## src/rtl/alu_issue.sv

```systemverilog
// Issue/response sequencer wrapping an external combinational ALU.
// Optional illegal-opcode fast path: define ALU_ISSUE_OPCHK_EN.

`ifndef ALU_AND
`define ALU_AND 4'b0000
`endif
`ifndef ALU_OR
`define ALU_OR  4'b0001
`endif
`ifndef ALU_ADD
`define ALU_ADD 4'b0010
`endif
`ifndef ALU_SUB
`define ALU_SUB 4'b0110
`endif
`ifndef ALU_SLT
`define ALU_SLT 4'b0111
`endif
`ifndef ALU_NOR
`define ALU_NOR 4'b1100
`endif

module alu_issue (
  input  logic        clk,
  input  logic        rst,
  input  logic        req_valid,
  output logic        req_ready,
  input  logic [3:0]  req_op,
  input  logic [31:0] req_a,
  input  logic [31:0] req_b,
  output logic [3:0]  alu_op,
  output logic [31:0] alu_a,
  output logic [31:0] alu_b,
  input  logic [31:0] alu_result,
  output logic        rsp_valid,
  input  logic        rsp_ready,
  output logic [31:0] rsp_data,
  output logic        rsp_err,
  output logic [15:0] op_count
);

  // state  | meaning
  // IDLE   | waiting for a request, req_ready high
  // DRIVE  | operands registered onto the ALU inputs
  // SETTLE | ALU output sampled into rsp_data
  // RESP   | result offered, waiting for rsp_ready
  typedef enum logic [1:0] {IDLE, DRIVE, SETTLE, RESP} state_t;

  state_t state, next_state;
  logic   transfer;

  function automatic logic op_legal(input logic [3:0] op);
    case (op)
      `ALU_ADD, `ALU_SUB, `ALU_OR, `ALU_AND, `ALU_NOR, `ALU_SLT: op_legal = 1'b1;
      default: op_legal = 1'b0;
    endcase
  endfunction

  assign transfer = (state == IDLE) && req_valid;

  always_ff @(posedge clk) begin
    if (rst) state <= IDLE;
    else     state <= next_state;
  end

  always_comb begin
    next_state = state;
    req_ready  = 1'b0;
    rsp_valid  = 1'b0;
    case (state)
      IDLE: begin
        req_ready = 1'b1;
        if (req_valid) begin
`ifdef ALU_ISSUE_OPCHK_EN
          next_state = op_legal(req_op) ? DRIVE : RESP;
`else
          next_state = DRIVE;
`endif
        end
      end
      DRIVE:  next_state = SETTLE;
      SETTLE: next_state = RESP;
      RESP: begin
        rsp_valid = 1'b1;
        if (rsp_ready) next_state = IDLE;
      end
      default: next_state = IDLE;
    endcase
  end

  always_ff @(posedge clk) begin
    if (rst) begin
      alu_op   <= 4'd0;
      alu_a    <= 32'd0;
      alu_b    <= 32'd0;
      rsp_data <= 32'd0;
      op_count <= 16'd0;
    end else begin
      if (transfer) begin
`ifdef ALU_ISSUE_OPCHK_EN
        // Illegal opcodes never reach the ALU; the previous drive is kept.
        if (!op_legal(req_op)) begin
          rsp_data <= 32'd0;
        end else begin
          alu_op <= req_op;
          alu_a  <= req_a;
          alu_b  <= req_b;
        end
`else
        alu_op <= req_op;
        alu_a  <= req_a;
        alu_b  <= req_b;
`endif
      end
      if (state == SETTLE) rsp_data <= alu_result;
      if (state == RESP && rsp_ready && op_count != 16'hFFFF)
        op_count <= op_count + 16'd1;
    end
  end

`ifdef ALU_ISSUE_OPCHK_EN
  always_ff @(posedge clk) begin
    if (rst)                   rsp_err <= 1'b0;
    else if (transfer)         rsp_err <= !op_legal(req_op);
    else if (state == SETTLE)  rsp_err <= 1'b0;
  end
`else
  assign rsp_err = 1'b0;
`endif

endmodule

```

## config.mk

```make
export PLATFORM = sky130hd
export DESIGN_NAME = alu_issue
export DESIGN_NICKNAME = d
export VERILOG_FILES = /design/src/rtl/alu_issue.sv
export SDC_FILE = /design/constraint.sdc
export NUM_CORES = 1
export LEC_CHECK = 0
export CORE_MARGIN = 1.5
export CORE_UTILIZATION = 36
export CTS_CLUSTER_SIZE = 30
export DETAILED_ROUTE_END_ITERATION = 8
export PLACE_DENSITY_LB_ADDON = 0.05
export SLEW_MARGIN = 15
export SYNTH_ARGS = -nofsm -noshare
export SYNTH_HDL_FRONTEND = slang
export SYNTH_SLANG_ARGS = --single-unit
```

## constraint.sdc

```tcl
create_clock -name clk -period 1.79 [get_ports clk]
set_clock_uncertainty 0.05 [all_clocks]
set_input_delay 0.179 -clock clk [delete_from_list [all_inputs] [get_ports clk]]
set_output_delay 0.179 -clock clk [all_outputs]
set_load 0.01 [all_outputs]
```

# Yosys cells after proc, flatten, opt, wreduce, memory -nomap -nowiden
# Cells that the tools add are included.
# Widths: inputs -> output; s select.
op_classes:
  muxes: 5
  add_sub_neg: 1
  reduce_logical: 5
  n_eq_ne: 6
ops:
  columns: ["cell", "count"]
  rows:
  - ["$add 16x1->16 const B", 1]
  - ["$ne 16x16->1 const B", 1]
  - ["$pmux 2 s4", 1]
  - ["$eq 2x2->1 const B", 2]
  - ["$mux 2", 2]
  - ["$ne 2x2->1 const B", 2]
  - ["$logic_and 1x1->1", 3]
  - ["$eq 2x1->1 const B", 1]
  - ["$logic_not 2->1", 1]
  - ["$mux 1", 2]
  - ["$reduce_and 2->1", 1]
word_totals:
  elab_cells: 23
  reg_bits: 118
  out_inout_bits: 119
  inputBits: 104

# Depth between registers and ports, before layout
# Gate-level depths: netlist (run 1).
logic_depth:
  depth_word: 3
  ltp_mapped: 8
  depth_no_buf: 6

# Worst setup path after synthesis (run 1)
# No wires, ideal clock.
synth_path:
  path_kind: "register to register"
  startpoint: "register state[1]"
  endpoint: "register op_count[9]"
  path_buffers: 1
  t_arrival_ns: 1.928
  slack_ns: -0.259
  stages_incl_launch_ff: 7
  period_less_slack_ns: 2.049
  t_required_ns: 1.670
  setup_ns: 0.070
  cell_sequence: "dfxtp_1 ha_1 nand2_1 or4_1 buf_2 or4_1 a21oi_1"
synth_between:
  elab_chain_len: 3
synth_rtl:
  columns: ["item", "line", "text"]
  rows:
  - ["from (decl)", "49", "state_t state, next_state;"]
  - ["from (signal assigned)", "63", "else state <= next_state;"]
  - ["$eq 2x2->1", "116", "if (state == RESP && rsp_ready && op_count != 16'hFFFF)"]
  - ["$logic_and 1x1->1 (2 in series)", "116", null]
  - ["to (signal assigned)", "117", "op_count <= op_count + 16'd1;"]
  - ["to (decl)", "39", "output logic [15:0] op_count"]
# No other way between the ends.
# A chain may end at the register's enable or synchronous reset.

# Worst setup path in the final report (run 1)
layout_path:
  startpoint: "register op_count[2]"
  endpoint: "register op_count[9]"
layout_between:
  elab_chain_len: 2
  word_cells_on_any_way: 3
  classes_between: "1 x add/sub; 1 x eq/ne; 1 x reduce/logical"
layout_rtl:
  columns: ["item"]
  rows:
  - ["branches (longest 2 deep; another with $add 16x1->16)"]
# Several ways; the timed one is not identified.

==> results.toml, run 1 <==
[worst_hold_path]
hp-class = "in2reg"
min-delay-start = "rst"
hold_end = "state[1]"
whs_path_depth = 2

[finish]
post_route_cells_drive_above_1_share = 0.118
fillCellCount = 1066
nets = 860
multi_input_area_sq_mm = 0.00193
syn_to_final_growth_pct = 73.0
fin_cells = 908
diodes = 0
seqCellArea_sq_mm = 0.00238
fin_area_sq_mm = 0.00758

[cts]
cts-htree-levels = 4
cts_sinks = 118
cts_root_buffer = "clkbuf_16"
insertion_delay_ns = 0.41
clock_path_buffers = 2
path_clk_slew_ns = 0.05
cts_made_buffers = 17
cts_tree = "built"
postCtsHoldBufs = 0

[sta]
finalSetupViolCount = 0
rsz0062_at_grt = "true"
tns_ns = 0
fin_crit_ns = 1.78
max_freq_mhz = 562
slew_viol_final = 0
fin_crit_sh = 0.995
relSlewSlack = 0.632
tightest_slew_ns = 0.551
setup_ws_ns = 0.00936
finalHoldViolCount = 0

[route]
drt_iter0_drc = 211
drt_first_pass_iters = 4
wl_per_cell_um = 14.1
drc = 0
num_vias = 4424
ant_nets = 0
vias_per_cell = 4.87
drt_wl_total_um = 12800

[power]
p_clk_frac = 0.344
p_comb_frac = 0.302
power_report.internal_total_uw = 6560
switchingPower_uw = 2620
ir_drop_v = 0.000610
p_per_area_mw_per_mm2 = 1210
power.total_uw = 9180
switching_share = 0.286
sequentialPowerShare = 0.355
cellLeakagePower_uw = 0.00280

[synthesis]
syn_nets = 624
synth_area_per_cell_sq_um = 8.51
yosys.area.top_type = "dfxtp_1"
netlist_instances = 515
synth.most_common_cell = "nand2_1"
ys.flop_type = "dfxtp_1"
synth.top_cell.area_share = 0.539
synth_cell_types = 37
synth_edf_count = 0
synth_area_leaders = "dfxtp_1, nand2_1, a21oi_1"
synthArstFlopShare = 0
synth_warnings = 0
synthesis.area_sq_mm = 0.00438
ys_seq_area_frac = 0.539
synth_common_cells = "nand2_1, dfxtp_1, a21oi_1, nor2_1, mux2i_1"
synth_seq_cells = 118

[worst_setup_path]
rr_worst_depth = 4
slowest_delay_ns = 0.56
worst_setup_path_start_kind = "flip-flop"
worst-path-buf-inv = 0
crit_arrival_ns = 2.07
critical_path_required_ns = 2.08
critPathTopFamily = "simple AND/OR/NAND/NOR gates"
r2r_start = "op_count[2]"
r2r_end = "op_count[9]"
ff2ff_setup_slack_ns = 0.009
slowest_stage = "or4_4"
end_kind = "flip-flop"
crit_type = "reg2reg"
crit_chain = "nand3_2, or4_4, or4_1, a21oi_1"
cp_max_fo = 4

[placement]
gp_congestion = 0.758
io_buffers = 221
placed_cell_area_sq_mm = 0.00699
place_inst = 878
dp_slack_ns = -0.256
dp_hpwl_um = 9020

[die]
core-area_sq_mm = 0.0120
io_pins = 223
die_w_um = 113
die_area_sq_mm = 0.0128
die_h_um = 113
row_count = 40
start_util = 0.366

[flow_run]
drv_cap = 0

[grt]
grt_overflow = 0
antenna_found_initial = 0
grt_pass1_vias = 4203
grt_pass1_wl_um = 20400
grt_max_degree = 52
grt_util_all_layers = 0.201

[outcome]
status = "complete, no violations"
## state kept, by name, indices dropped and copies added (netlist names)
name and cells:
alu_a 32, alu_b 32, alu_op 4, op_count 16, rsp_data 32, state 2
## metrics by stage
step           hold WS, ns  utilization
4_1_cts              0.173        0.632
5_1_grt              0.206        0.634
3_5_place_dp         0.396        0.584
3_3_place_gp         0.391        0.584
6_report             0.189        0.634
2_1_floorplan        0.265            -
## cell families after synthesis
group | count (synthesis) | share of synthesized area
AOI/OAI and AO/OA | 98 | 0.122
adders and majority gates | 5 | 0.0143
xor gates and xnor gates | 1 | 0.00200
buffers and inverters | 42 | 0.0374
other | 1 | 0.000856
DFF | 118 | 0.539
muxes | 35 | 0.0805
and+or+nand+nor | 215 | 0.204
## cell type report
class | count | share of cell area
clock buffer | 25 | 0.0667
clock inverter | 4 | 0.00594
inverter | 6 | 0.00297
multi-input combinational | 355 | 0.255
sequential | 118 | 0.313
tap | 147 | 0.0243
timing repair buffer | 253 | 0.332
## per-layer routing
metal  vias up  wire (um)  global-route usage
met3        26       1060              0.0750
li1       2190          -                   -
met1      2032       5220               0.229
met2       176       6170               0.333
met5         -          0                   0
met4         0        332               0.102
## placed cells by master (no fill, tap or decap), types with 3 or more instances in the layout
cell	count
clkdlybuf4s50_1	218
nand2_1	142
dfxtp_1	107
a21oi_1	78
nor2_1	37
mux2i_1	33
buf_4	26
clkbuf_16	17
dfxtp_2	11
inv_1	6
o21ai_0	5
o31ai_1	5
clkbuf_8	5
buf_12	5
nor3_1	4
or4_1	4
nand3_1	3
nand4_1	3
or3_1	3
clkbuf_1	3
clkinv_2	3
## repair_timing
item / CTS / global route
pin swaps: 1 / 3
endpoints found under the setup margin: 11 / 6
gates resized for setup: 5 / 9
endpoints found under the hold margin: 0 / 0
setup buffers: 1 / 0
## power by group through the flow
stage | Combinational (uW) | Sequential [uW] | Clock, uW
6_report | 2770 | 3250 | 3160
5_1_grt | 3030 | 3310 | 3320
4_1_cts | 2810 | 3260 | 3230
3_5_place_dp | 2800 | 3300 | 0
3_3_place_gp | 2770 | 3280 | 0
2_1_floorplan | 1170 | 3480 | 0
## worst max path at each step
stage                           start  cells past startpoint          end  slack [ns]
after global placement      rsp_ready                      5  op_count[9]       -0.23
final                     op_count[2]                      4  op_count[9]       0.009
after detailed placement    rsp_ready                      5  op_count[9]       -0.26
after CTS                 op_count[4]                      4  op_count[9]       0.004
after global routing      op_count[2]                      4  op_count[9]       -0.04
after floorplan              state[1]                      6  op_count[9]       -0.05
No activity file was read; power rests on OpenSTA's default activity.
==> inputs of run 2 (changes only) <==
--- a/config.mk
+++ b/config.mk
@@ -5,8 +5,9 @@
 export SDC_FILE = /design/constraint.sdc
 export NUM_CORES = 1
 export LEC_CHECK = 0
+export CORE_ASPECT_RATIO = 1.5
 export CORE_MARGIN = 1.5
-export CORE_UTILIZATION = 36
+export CORE_UTILIZATION = 25
 export CTS_CLUSTER_SIZE = 30
 export DETAILED_ROUTE_END_ITERATION = 8
 export PLACE_DENSITY_LB_ADDON = 0.05
==> results.toml, run 2 (synthesis results as in run 1) <==
[outcome]
status = "complete, no violations"

[cts]
cts_made_buffers = 17
clock_path_buffers = 2
cts_root_buffer = "clkbuf_16"
insertion_delay_ns = 0.41
cts-htree-levels = 4
postCtsHoldBufs = 0
path_clk_slew_ns = 0.05
cts_tree = "built"
cts_sinks = 118

[route]
drt_wl_total_um = 13700
drt_iter0_drc = 187
drc = 0
num_vias = 4333
drt_first_pass_iters = 3
wl_per_cell_um = 14.1
vias_per_cell = 4.45
ant_nets = 0

[worst_setup_path]
crit_type = "reg2reg"
worst_setup_path_start_kind = "flip-flop"
r2r_start = "op_count[2]"
ff2ff_setup_slack_ns = 0.02
rr_worst_depth = 4
cp_max_fo = 5
end_kind = "flip-flop"
critical_path_required_ns = 2.08
r2r_end = "op_count[9]"
crit_end = "op_count[9]"
crit_start = "op_count[2]"
crit_arrival_ns = 2.06

[grt]
grt_util_all_layers = 0.150
grt_pass1_wl_um = 21900
grt_pass1_vias = 4359
antenna_found_initial = 0
grt_max_degree = 57
grt_overflow = 0

[placement]
gp_congestion = 0.786
dp_slack_ns = -0.285
io_buffers = 221
dp_hpwl_um = 9830

[sta]
max_freq_mhz = 565
finalHoldViolCount = 0
finalSetupViolCount = 0
setup_ws_ns = 0.0204
slew_viol_final = 0
rsz0062_at_grt = "true"
fin_crit_ns = 1.77
fin_crit_sh = 0.989

[die]
die_w_um = 111
io_pins = 223
core-area_sq_mm = 0.0173
die_h_um = 165
row_count = 59
die_area_sq_mm = 0.0184
start_util = 0.254

[power]
power.total_uw = 9390
cellLeakagePower_uw = 0.00279
p_per_area_mw_per_mm2 = 1220
ir_drop_v = 0.000471

[finish]
diodes = 0
reg.largest.list = "alu_a: 32 flops, alu_b: 32 flops, rsp_data: 32 flops"
post-route-util = 0.445
seqCellArea_sq_mm = 0.00238
final_common_cell = "clkdlybuf4s50_1"
syn_to_final_growth_pct = 75.2
mostFrequentLayoutCells = "clkdlybuf4s50_1, nand2_1, dfxtp_1"
nets = 857
multi_input_area_sq_mm = 0.00194
post_route_cells_drive_above_1_share = 0.113
fillCellCount = 1709

[flow_run]
drv_cap = 0

[worst_hold_path]
hp-class = "in2reg"
-- run 2: cell count changes in the layout (fill, tap and decap cells not counted), sizes merged --
cell      before  now
buf           33   30
clkinv         3    5
clkinvlp       0    1
clkbuf        25   23
bufinv         1    3
-- run 2: timing repair --
item                       4_1_cts  5_1_grt
buffers inserted                 0        1
pin swaps                        2        5
gates resized for setup          6        5
setup endpoints to repair        6       10
-- run 2: power by group --
group          switching (uW)  internal (uW)
clock network            1160           2220
logic                    1330           1430
registers                 209           3050
-- run 2: worst min path at each step --
stage               slack, ns  depth (start not counted)  startpoint          end
floorplan                0.26                          2    req_a[0]     alu_a[0]
global placement         0.39                          2    alu_b[3]     alu_b[3]
detailed placement       0.40                          2   alu_a[24]    alu_a[24]
CTS                      0.04                          2         rst  op_count[8]
global route             0.07                          2         rst  op_count[0]
finish                   0.06                          2         rst  op_count[8]
-- run 2: through the flow --
stage	setup TNS (ns)	hold slack [ns]	cell area, sq um	cells
floorplan	-0.0511	0.265	4440	515
global placement	-1.39	0.392	7050	941
detailed placement	-1.52	0.397	7050	941
CTS	0	0.0448	7650	973
global route	-0.0853	0.0661	7680	974
finish	0	0.0584	7680	974
-- run 2: layout make-up --
class	instances	share of cell area
clock buffers	23	0.0596
flip-flops and latches	118	0.310
clock inverters	9	0.0165
multi-input cells	355	0.252
repair buffers	250	0.324
inverters	6	0.00293
well taps	213	0.0347
-- run 2: critical path: stages (launching register included) --
cell	delay, ns
dfxtp_2	0.33
nand3_2	0.09
or4_4	0.58
or4_1	0.53
a21oi_1	0.13
-- run 2: per-layer routing --
metal	global-route usage	vias to the layer above	share of wire
li1	-	2181	-
met1	0.159	1980	0.40
met2	0.260	157	0.50
met3	0.0668	15	0.083
met4	0.0621	0	0.018
met5	0	-	0
==> inputs of run 3 (changes only) <==
--- a/config.mk
+++ b/config.mk
@@ -8,7 +8,7 @@
 export CORE_ASPECT_RATIO = 1.5
 export CORE_MARGIN = 1.5
 export CORE_UTILIZATION = 25
-export CTS_CLUSTER_SIZE = 30
+export CTS_CLUSTER_SIZE = 20
 export DETAILED_ROUTE_END_ITERATION = 8
 export PLACE_DENSITY_LB_ADDON = 0.05
 export SLEW_MARGIN = 15
==> results of run 3 <==
No change in the layout: final DEF, timing and power equal those of run 2.
